### src/rtl/pacote_riscv.sv
// Shared definitions for the fetch front end: word size, canonical NOP,
// PC step and the {pc, instr} pair that travels from fetch to decode.
package pacote_riscv;

  localparam int XLEN = 32;
  localparam logic [XLEN-1:0] INSTR_NOP = 32'h0000_0013;
  localparam logic [XLEN-1:0] PC_INCREMENTO = 32'd4;

  typedef struct packed {
    logic [XLEN-1:0] pc;
    logic [XLEN-1:0] instr;
  } par_instr_t;

  // Forces a byte address onto a word boundary.
  function automatic logic [XLEN-1:0] alinha_palavra(input logic [XLEN-1:0] endereco);
    return {endereco[XLEN-1:2], 2'b00};
  endfunction

endpackage

### src/rtl/busca_instrucao_chk.sv
// Invariants of the fetch stage: outstanding-request bounds, discard
// bookkeeping and FIFO overflow/underflow.
module busca_instrucao_chk #(
  parameter int PROFUNDIDADE = 2,
  parameter int CW           = 2
) (
  input logic          clk,
  input logic          rst,
  input logic [CW-1:0] pendentes,
  input logic [CW-1:0] descartar,
  input logic [CW-1:0] tag_count,
  input logic          push_saida,
  input logic          pop_saida,
  input logic          saida_cheia,
  input logic          tag_push,
  input logic          tag_pop,
  input logic          tag_cheia,
  input logic          tag_vazia
);

  localparam logic [CW-1:0] LIMITE = CW'(PROFUNDIDADE);

  a_pendentes_limite: assert property (@(posedge clk) disable iff (rst) pendentes <= LIMITE);
  a_descartar_limite: assert property (@(posedge clk) disable iff (rst) descartar <= pendentes);
  a_tags_coerentes:   assert property (@(posedge clk) disable iff (rst) tag_count == pendentes);
  a_saida_sem_estouro: assert property (@(posedge clk) disable iff (rst)
                                        !(push_saida && saida_cheia && !pop_saida));
  a_tag_sem_estouro:  assert property (@(posedge clk) disable iff (rst)
                                        !(tag_push && tag_cheia && !tag_pop));
  a_resposta_esperada: assert property (@(posedge clk) disable iff (rst) !(tag_pop && tag_vazia));

endmodule

### src/rtl/fila_instrucao.sv
// Synchronous FIFO with flush. The depth must be a power of two so the
// pointers wrap by plain overflow.
module fila_instrucao #(
  parameter int LARGURA      = 64,
  parameter int PROFUNDIDADE = 2
) (
  input  logic                          clk,
  input  logic                          rst,
  input  logic                          flush,
  input  logic                          push,
  input  logic                          pop,
  input  logic [LARGURA-1:0]            dado_push,
  output logic [LARGURA-1:0]            dado_topo,
  output logic [$clog2(PROFUNDIDADE):0] count,
  output logic                          cheia,
  output logic                          vazia
);

  localparam int PW = $clog2(PROFUNDIDADE);
  localparam logic [PW:0]   CAPACIDADE = (PW+1)'(PROFUNDIDADE);
  localparam logic [PW:0]   UM_C       = (PW+1)'(1);
  localparam logic [PW:0]   ZERO_C     = (PW+1)'(0);
  localparam logic [PW-1:0] UM_P       = PW'(1);
  localparam logic [PW-1:0] ZERO_P     = PW'(0);

  logic [LARGURA-1:0] memoria_r [PROFUNDIDADE];
  logic [PW-1:0]      rd_ptr_r;
  logic [PW-1:0]      wr_ptr_r;
  logic [PW:0]        count_r;
  logic               escreve_s;
  logic               le_s;

  assign cheia     = (count_r == CAPACIDADE);
  assign vazia     = (count_r == ZERO_C);
  assign escreve_s = push && (!cheia || pop);
  assign le_s      = pop && !vazia;
  assign dado_topo = memoria_r[rd_ptr_r];
  assign count     = count_r;

  // Pointers and occupancy; a flush empties the queue without touching storage.
  always_ff @(posedge clk or posedge rst) begin
    if (rst) begin
      rd_ptr_r <= ZERO_P;
      wr_ptr_r <= ZERO_P;
      count_r  <= ZERO_C;
    end else if (flush) begin
      rd_ptr_r <= ZERO_P;
      wr_ptr_r <= ZERO_P;
      count_r  <= ZERO_C;
    end else begin
      if (escreve_s) wr_ptr_r <= wr_ptr_r + UM_P;
      if (le_s)      rd_ptr_r <= rd_ptr_r + UM_P;
      case ({escreve_s, le_s})
        2'b10:   count_r <= count_r + UM_C;
        2'b01:   count_r <= count_r - UM_C;
        default: count_r <= count_r;
      endcase
    end
  end

  // Entry storage.
  always_ff @(posedge clk or posedge rst) begin
    if (rst) begin
      for (int i = 0; i < PROFUNDIDADE; i++) memoria_r[i] <= {LARGURA{1'b0}};
    end else if (escreve_s && !flush) begin
      memoria_r[wr_ptr_r] <= dado_push;
    end
  end

endmodule

### src/rtl/busca_instrucao.sv
// Instruction fetch: owns the PC, issues credit-limited word reads, pairs each
// response with its PC and queues the pair for decode; redirects drop stale work.
module busca_instrucao
  import pacote_riscv::*;
#(
  parameter logic [XLEN-1:0] PC_RESET     = 32'h0000_0000,
  parameter int              PROFUNDIDADE = 2
) (
  input  logic            clk,
  input  logic            rst,
  output logic            mem_req_valid,
  input  logic            mem_req_ready,
  output logic [XLEN-1:0] mem_addr,
  input  logic            mem_resp_valid,
  input  logic [XLEN-1:0] mem_rdata,
  input  logic            desvio,
  input  logic [XLEN-1:0] desvio_alvo,
  output logic            instr_valid,
  input  logic            instr_ready,
  output logic [XLEN-1:0] instrucao,
  output logic [XLEN-1:0] pc_out
);

  localparam int CW = $clog2(PROFUNDIDADE) + 1;
  localparam logic [CW-1:0] UM     = CW'(1);
  localparam logic [CW-1:0] ZERO   = CW'(0);
  localparam logic [CW:0]   LIMITE = (CW+1)'(PROFUNDIDADE);

  logic [XLEN-1:0] pc_r;
  logic [CW-1:0]   pendentes_r;
  logic [CW-1:0]   descartar_r;
  logic [CW-1:0]   saida_count_s;
  logic [CW-1:0]   tag_count_s;
  logic [CW:0]     ocupacao_s;
  logic            req_valid_s;
  logic            req_fire_s;
  logic            push_saida_s;
  logic            pop_saida_s;
  logic            saida_cheia_s;
  logic            saida_vazia_s;
  logic            tag_cheia_s;
  logic            tag_vazia_s;
  logic [XLEN-1:0] tag_topo_s;
  par_instr_t      par_push_s;
  par_instr_t      par_topo_s;

  // Words in flight plus words queued never exceed the FIFO depth, so a
  // response always finds room.
  assign ocupacao_s   = {1'b0, pendentes_r} + {1'b0, saida_count_s};
  assign req_valid_s  = !rst && !desvio && (ocupacao_s < LIMITE);
  assign req_fire_s   = req_valid_s && mem_req_ready;
  assign push_saida_s = mem_resp_valid && (descartar_r == ZERO) && !desvio;
  assign pop_saida_s  = !saida_vazia_s && instr_ready && !desvio;
  assign par_push_s   = {tag_topo_s, mem_rdata};

  assign mem_req_valid = req_valid_s;
  assign mem_addr      = pc_r;
  assign instr_valid   = !saida_vazia_s;
  assign instrucao     = saida_vazia_s ? {XLEN{1'b0}} : par_topo_s.instr;
  assign pc_out        = saida_vazia_s ? {XLEN{1'b0}} : par_topo_s.pc;

  // Program counter: redirect wins over sequential advance.
  always_ff @(posedge clk or posedge rst) begin
    if (rst) begin
      pc_r <= PC_RESET;
    end else if (desvio) begin
      pc_r <= alinha_palavra(desvio_alvo);
    end else if (req_fire_s) begin
      pc_r <= pc_r + PC_INCREMENTO;
    end
  end

  // Requests accepted by memory but not yet answered.
  always_ff @(posedge clk or posedge rst) begin
    if (rst) begin
      pendentes_r <= ZERO;
    end else begin
      case ({req_fire_s, mem_resp_valid})
        2'b10:   pendentes_r <= pendentes_r + UM;
        2'b01:   pendentes_r <= pendentes_r - UM;
        default: pendentes_r <= pendentes_r;
      endcase
    end
  end

  // Responses still owed to pre-redirect requests; recomputed from the live
  // count so back-to-back redirects stay consistent.
  always_ff @(posedge clk or posedge rst) begin
    if (rst) begin
      descartar_r <= ZERO;
    end else if (desvio) begin
      descartar_r <= mem_resp_valid ? (pendentes_r - UM) : pendentes_r;
    end else if (mem_resp_valid && (descartar_r != ZERO)) begin
      descartar_r <= descartar_r - UM;
    end
  end

  // PC tags of outstanding requests; never flushed, discarded responses pop them.
  fila_instrucao #(
    .LARGURA      (XLEN),
    .PROFUNDIDADE (PROFUNDIDADE)
  ) u_tags (
    .clk       (clk),
    .rst       (rst),
    .flush     (1'b0),
    .push      (req_fire_s),
    .pop       (mem_resp_valid),
    .dado_push (pc_r),
    .dado_topo (tag_topo_s),
    .count     (tag_count_s),
    .cheia     (tag_cheia_s),
    .vazia     (tag_vazia_s)
  );

  fila_instrucao #(
    .LARGURA      (2*XLEN),
    .PROFUNDIDADE (PROFUNDIDADE)
  ) u_saida (
    .clk       (clk),
    .rst       (rst),
    .flush     (desvio),
    .push      (push_saida_s),
    .pop       (pop_saida_s),
    .dado_push (par_push_s),
    .dado_topo (par_topo_s),
    .count     (saida_count_s),
    .cheia     (saida_cheia_s),
    .vazia     (saida_vazia_s)
  );

  busca_instrucao_chk #(
    .PROFUNDIDADE (PROFUNDIDADE),
    .CW           (CW)
  ) u_chk (
    .clk         (clk),
    .rst         (rst),
    .pendentes   (pendentes_r),
    .descartar   (descartar_r),
    .tag_count   (tag_count_s),
    .push_saida  (push_saida_s),
    .pop_saida   (pop_saida_s),
    .saida_cheia (saida_cheia_s),
    .tag_push    (req_fire_s),
    .tag_pop     (mem_resp_valid),
    .tag_cheia   (tag_cheia_s),
    .tag_vazia   (tag_vazia_s)
  );

endmodule

### config.mk
export PLATFORM = sky130hd
export DESIGN_NAME = busca_instrucao
export DESIGN_NICKNAME = d
export VERILOG_FILES = /design/src/rtl/pacote_riscv.sv /design/src/rtl/busca_instrucao_chk.sv /design/src/rtl/fila_instrucao.sv /design/src/rtl/busca_instrucao.sv
export SDC_FILE = /design/constraint.sdc
export NUM_CORES = 1
export LEC_CHECK = 0
export ABC_AREA = 1
export CAP_MARGIN = 20
export CORE_UTILIZATION = 55
export DETAILED_ROUTE_END_ITERATION = 16
export GPL_TIMING_DRIVEN = 0
export PLACE_DENSITY = 0.79
export SLEW_MARGIN = 25
export SYNTH_ARGS = -nofsm -noshare
export SYNTH_HDL_FRONTEND = slang
export SYNTH_SLANG_ARGS = --single-unit
### constraint.sdc
create_clock -name clk -period 8.5 [get_ports clk]
set_input_delay 0.85 -clock clk [delete_from_list [all_inputs] [get_ports clk]]
set_output_delay 0.85 -clock clk [all_outputs]
set_load 0.005 [all_outputs]
==> tab_implementation.tex <==
\begin{tabular}{lr}
\hline
Metric & Value \\
\hline
\multicolumn{2}{l}{\textbf{Cells and area}} \\
Number of nets in the layout & 1708 \\
Area taken by flip-flops and latches & between 5000 and 6000 µm² \\
Antenna diodes & 0 \\
Area used by multi-input combinational logic & roughly 4400 µm² \\
Commonest non-fill, non-tap cell in the layout & nand2\_1 \\
Number of standard cells in the final layout excluding fillers & 1915 \\
Synth-to-layout area growth & 25.5\% \\
Commonest non-fill, non-tap cells in the layout & nand2\_1 (597), dfrtp\_1 (226), clkdlybuf4s50\_1 (160) \\
Filler cells & between 1500 and 2000 \\
Ratio of cells with drive above 1 in the final layout & between 6 and 7\% \\
Final instance area & 13800 µm² \\
\multicolumn{2}{l}{\textbf{Yosys}} \\
Synth Instances & 1441 \\
Average instance area after synthesis & roughly 7.7 µm² \\
Flops \& latches, synth & about 230 \\
Sequential fraction of the synthesis area & around half \\
Combined area of all synthesized cells & $\sim$11000 µm² \\
Number of distinct standard cells referenced by the synthesized netlist & 33 \\
Synthesis warning total & 0 \\
\multicolumn{2}{l}{\textbf{Timing}} \\
Final max-slew violation count & 0 \\
Timing-limited maximum frequency & about 290 MHz \\
Post-route worst hold slack & 0.465 ns \\
Number of endpoints failing setup at the final stage & 0 \\
RSZ-0062 raised after global routing & false \\
Worst clock skew & between 0.005 and 0.006 ns \\
Post-route minimum period & about 3.5 ns \\
Max-Slew Margin vs Limit & 63.4\% \\
Slew of the pin with the lowest slew margin & 0.549 ns \\
Ratio of final minimum period to clock period & between 40\% and 50\% \\
Hold Violations, Final & 0 \\
\multicolumn{2}{l}{\textbf{Floorplanning}} \\
Number of core rows & slightly above 50 \\
Die Width & approximately 140 µm \\
Total I/O pin count & $\sim$170 \\
Area of the die & approximately 21000 µm² \\
Die height & roughly 140 µm \\
Core Area & between 15000 and 20000 µm² \\
Effective utilization at floorplan & 56.3\% \\
\multicolumn{2}{l}{\textbf{Clock network}} \\
Later-pin clock latency in the skew report & 0.51 ns \\
Count of instances resized after the clock tree is built & 0 \\
H-tree depth & 1 \\
CTS tree & done \\
Clock sink total & approximately 230 \\
Library cell used as clock root buffer & clkbuf\_16 \\
TritonCTS Buffers & 25 \\
Setup Buffers After CTS & 0 \\
Clock transition at path regs & 0.06 ns \\
CTS Hold Buffers Added & 0 \\
Maximum root-to-sink buffer count & 3 \\
\multicolumn{2}{l}{\textbf{Global route}} \\
Pin count of the biggest net entering global routing & a little over 80 \\
Wire length of the first global-routing pass & 47.7 mm \\
Total grt overflow & 0 \\
Vias in the first global route & 9649 \\
GRT Util Overall & just under 30\% \\
Number of antenna violations at the first check in global routing & 0 \\
\multicolumn{2}{l}{\textbf{Worst setup path}} \\
Critical Path Sink Type & output port \\
Largest fanout on the critical path & 10 \\
Crit path kind & reg2out \\
Required arrival time at the worst endpoint & between 7 and 8 ns \\
Worst Path Arrival & $\sim$2.6 ns \\
Type of element launching the critical path & register \\
\multicolumn{2}{l}{\textbf{Drt}} \\
Post-route ant nets & 0 \\
\# DRC & 0 \\
Vias per cell & 5.31 \\
Final Routed Wirelength & 29.5 mm \\
Drt wl/cell & approximately 15 µm \\
First DRT Iteration DRCs & slightly below 900 \\
Number of iterations in the first detailed-routing pass & 5 \\
Number of vias after detailed routing & 10200 \\
\multicolumn{2}{l}{\textbf{Worst hold path}} \\
Worst hold path type & reg2reg \\
\multicolumn{2}{l}{\textbf{Power and ir drop}} \\
P per Cell Area & 321 nW/µm² \\
Maximum vdd drop & 0.150 mV \\
Static leakage & approximately 6.7 nW \\
\multicolumn{2}{l}{\textbf{Flow run}} \\
Max-cap viol count & 0 \\
\multicolumn{2}{l}{\textbf{Placement}} \\
GPL Wtd Cong & about 1.0 \\
Number of buffers added on ports & 160 \\
Inst Count DP & $\sim$1900 \\
Placed Instance Area & $\sim$13000 µm² \\
Hpwl dp & 20.8 mm \\
\multicolumn{2}{l}{\textbf{Run status}} \\
Run status & finished clean \\
\hline
\end{tabular}
where the power goes:
| part | leakage, nW | internal, W | switching (W) |
|---|---|---|---|
| clock | 0.397 | 0.000644 | 0.000424 |
| combinational | 3.50 | 0.000693 | 0.000899 |
| sequential | 2.85 | 0.00152 | 0.000266 |
final timing paths:
path / start / endpoint / slack (ns) / cells after the start
max in group asynchronous: rst / u_saida.memoria_r[112] / 6.54 / 4
hold reg to reg: u_saida.memoria_r[127] / u_saida.memoria_r[127] / 0.46 / 2
setup / recovery: u_saida.count[1] / pc_out[7] / 5.02 / 5
hold / removal: u_saida.memoria_r[127] / u_saida.memoria_r[127] / 0.46 / 2
min in group asynchronous: rst / u_saida.count[1] / 0.78 / 2
setup reg to reg: u_saida.count[0] / u_tags.count[1] / 5.89 / 12
layer usage:
layer	wire length, µm	global-route usage, %
met1	13100	42.3
met2	13600	47.2
met5	0	0
met3	2050	3.17
met4	717	9.13
state kept, by name (all words and copies together) (netlist names):
name	flops
u_saida.memoria_r	124
u_saida.wr_ptr_r	1
u_tags.wr_ptr_r	1
pendentes_r	2
mem_addr	30
u_tags.rd_ptr_r	1
u_saida.count	2
u_saida.rd_ptr_r	1
u_tags.memoria_r	60
descartar_r	2
u_tags.count	2
per-stage QoR:
| stage | util [%] | TNS, ns | total power, W | worst slack [ns] |
|---|---|---|---|---|
| final | 70.7 | 0 | 0.00445 | 5.02 |
| after global routing | 70.7 | 0 | 0.00475 | 4.85 |
| after CTS | 70.7 | 0 | 0.00445 | 5.02 |
| after detailed placement | 66.6 | 0 | 0.00337 | 5.13 |
| after global placement | 66.2 | -438.19 | 0.00330 | -1.69 |
| after floorplan | - | 0 | 0.00268 | 1.12 |
cell usage after synthesis, drive strengths merged:
| master | n | share of area (%) |
|---|---|---|
| nand2 | 598 | 20 |
| dfrtp | 226 | 51 |
| o21ai | 207 | 9.5 |
| inv | 137 | 4.7 |
| a21oi | 69 | 3.1 |
| nor2 | 57 | 2.1 |
| buf | 49 | 3.1 |
| nand3 | 34 | 1.7 |
| clkbuf | 27 | 0.93 |
| xor2 | 10 | 0.79 |
| o211ai | 6 | 0.41 |
| xnor2 | 6 | 0.48 |
| ha | 4 | 0.45 |
| o21bai | 4 | 0.27 |
| nand3b | 2 | 0.25 |
| conb | 1 | 0.034 |
| fa | 1 | 0.18 |
| nand4 | 1 | 0.19 |
| nor3 | 1 | 0.045 |
| o221ai | 1 | 0.079 |
kinds of logic (layout without fill, tap and decap cells):
logic type               after synthesis  in the layout  share of synthesized area [%]
buffers and inverters                213            419                           8.67
other                                  1              4                         0.0340
AO/OA/AOI/OAI                        287            287                           13.4
adder cells (fa/ha/maj)                5              5                          0.635
flip-flops                           226            226                           51.3
XOR/XNOR                              16             16                           1.27
AND/OR/NAND/NOR                      693            693                           24.7
worst max-delay path, cell delays in order (launching register included):
cell and delay (ns):
dfrtp_1 0.46, nor2_1 0.32, buf_2 0.30, buf_1 0.42
a21oi_1 0.08, clkdlybuf4s50_1 0.53
final cells by class:
type | count | area share (%)
Buffer | 76 | 3.19
Clock buffer | 38 | 5.23
Clock inverter | 6 | 0.578
Inverter | 137 | 3.77
Multi-Input combinational cell | 1005 | 32.0
Sequential cell | 226 | 40.9
Tap cell | 265 | 2.40
Timing Repair Buffer | 162 | 12.0
(Power assumes the default switching activity.)
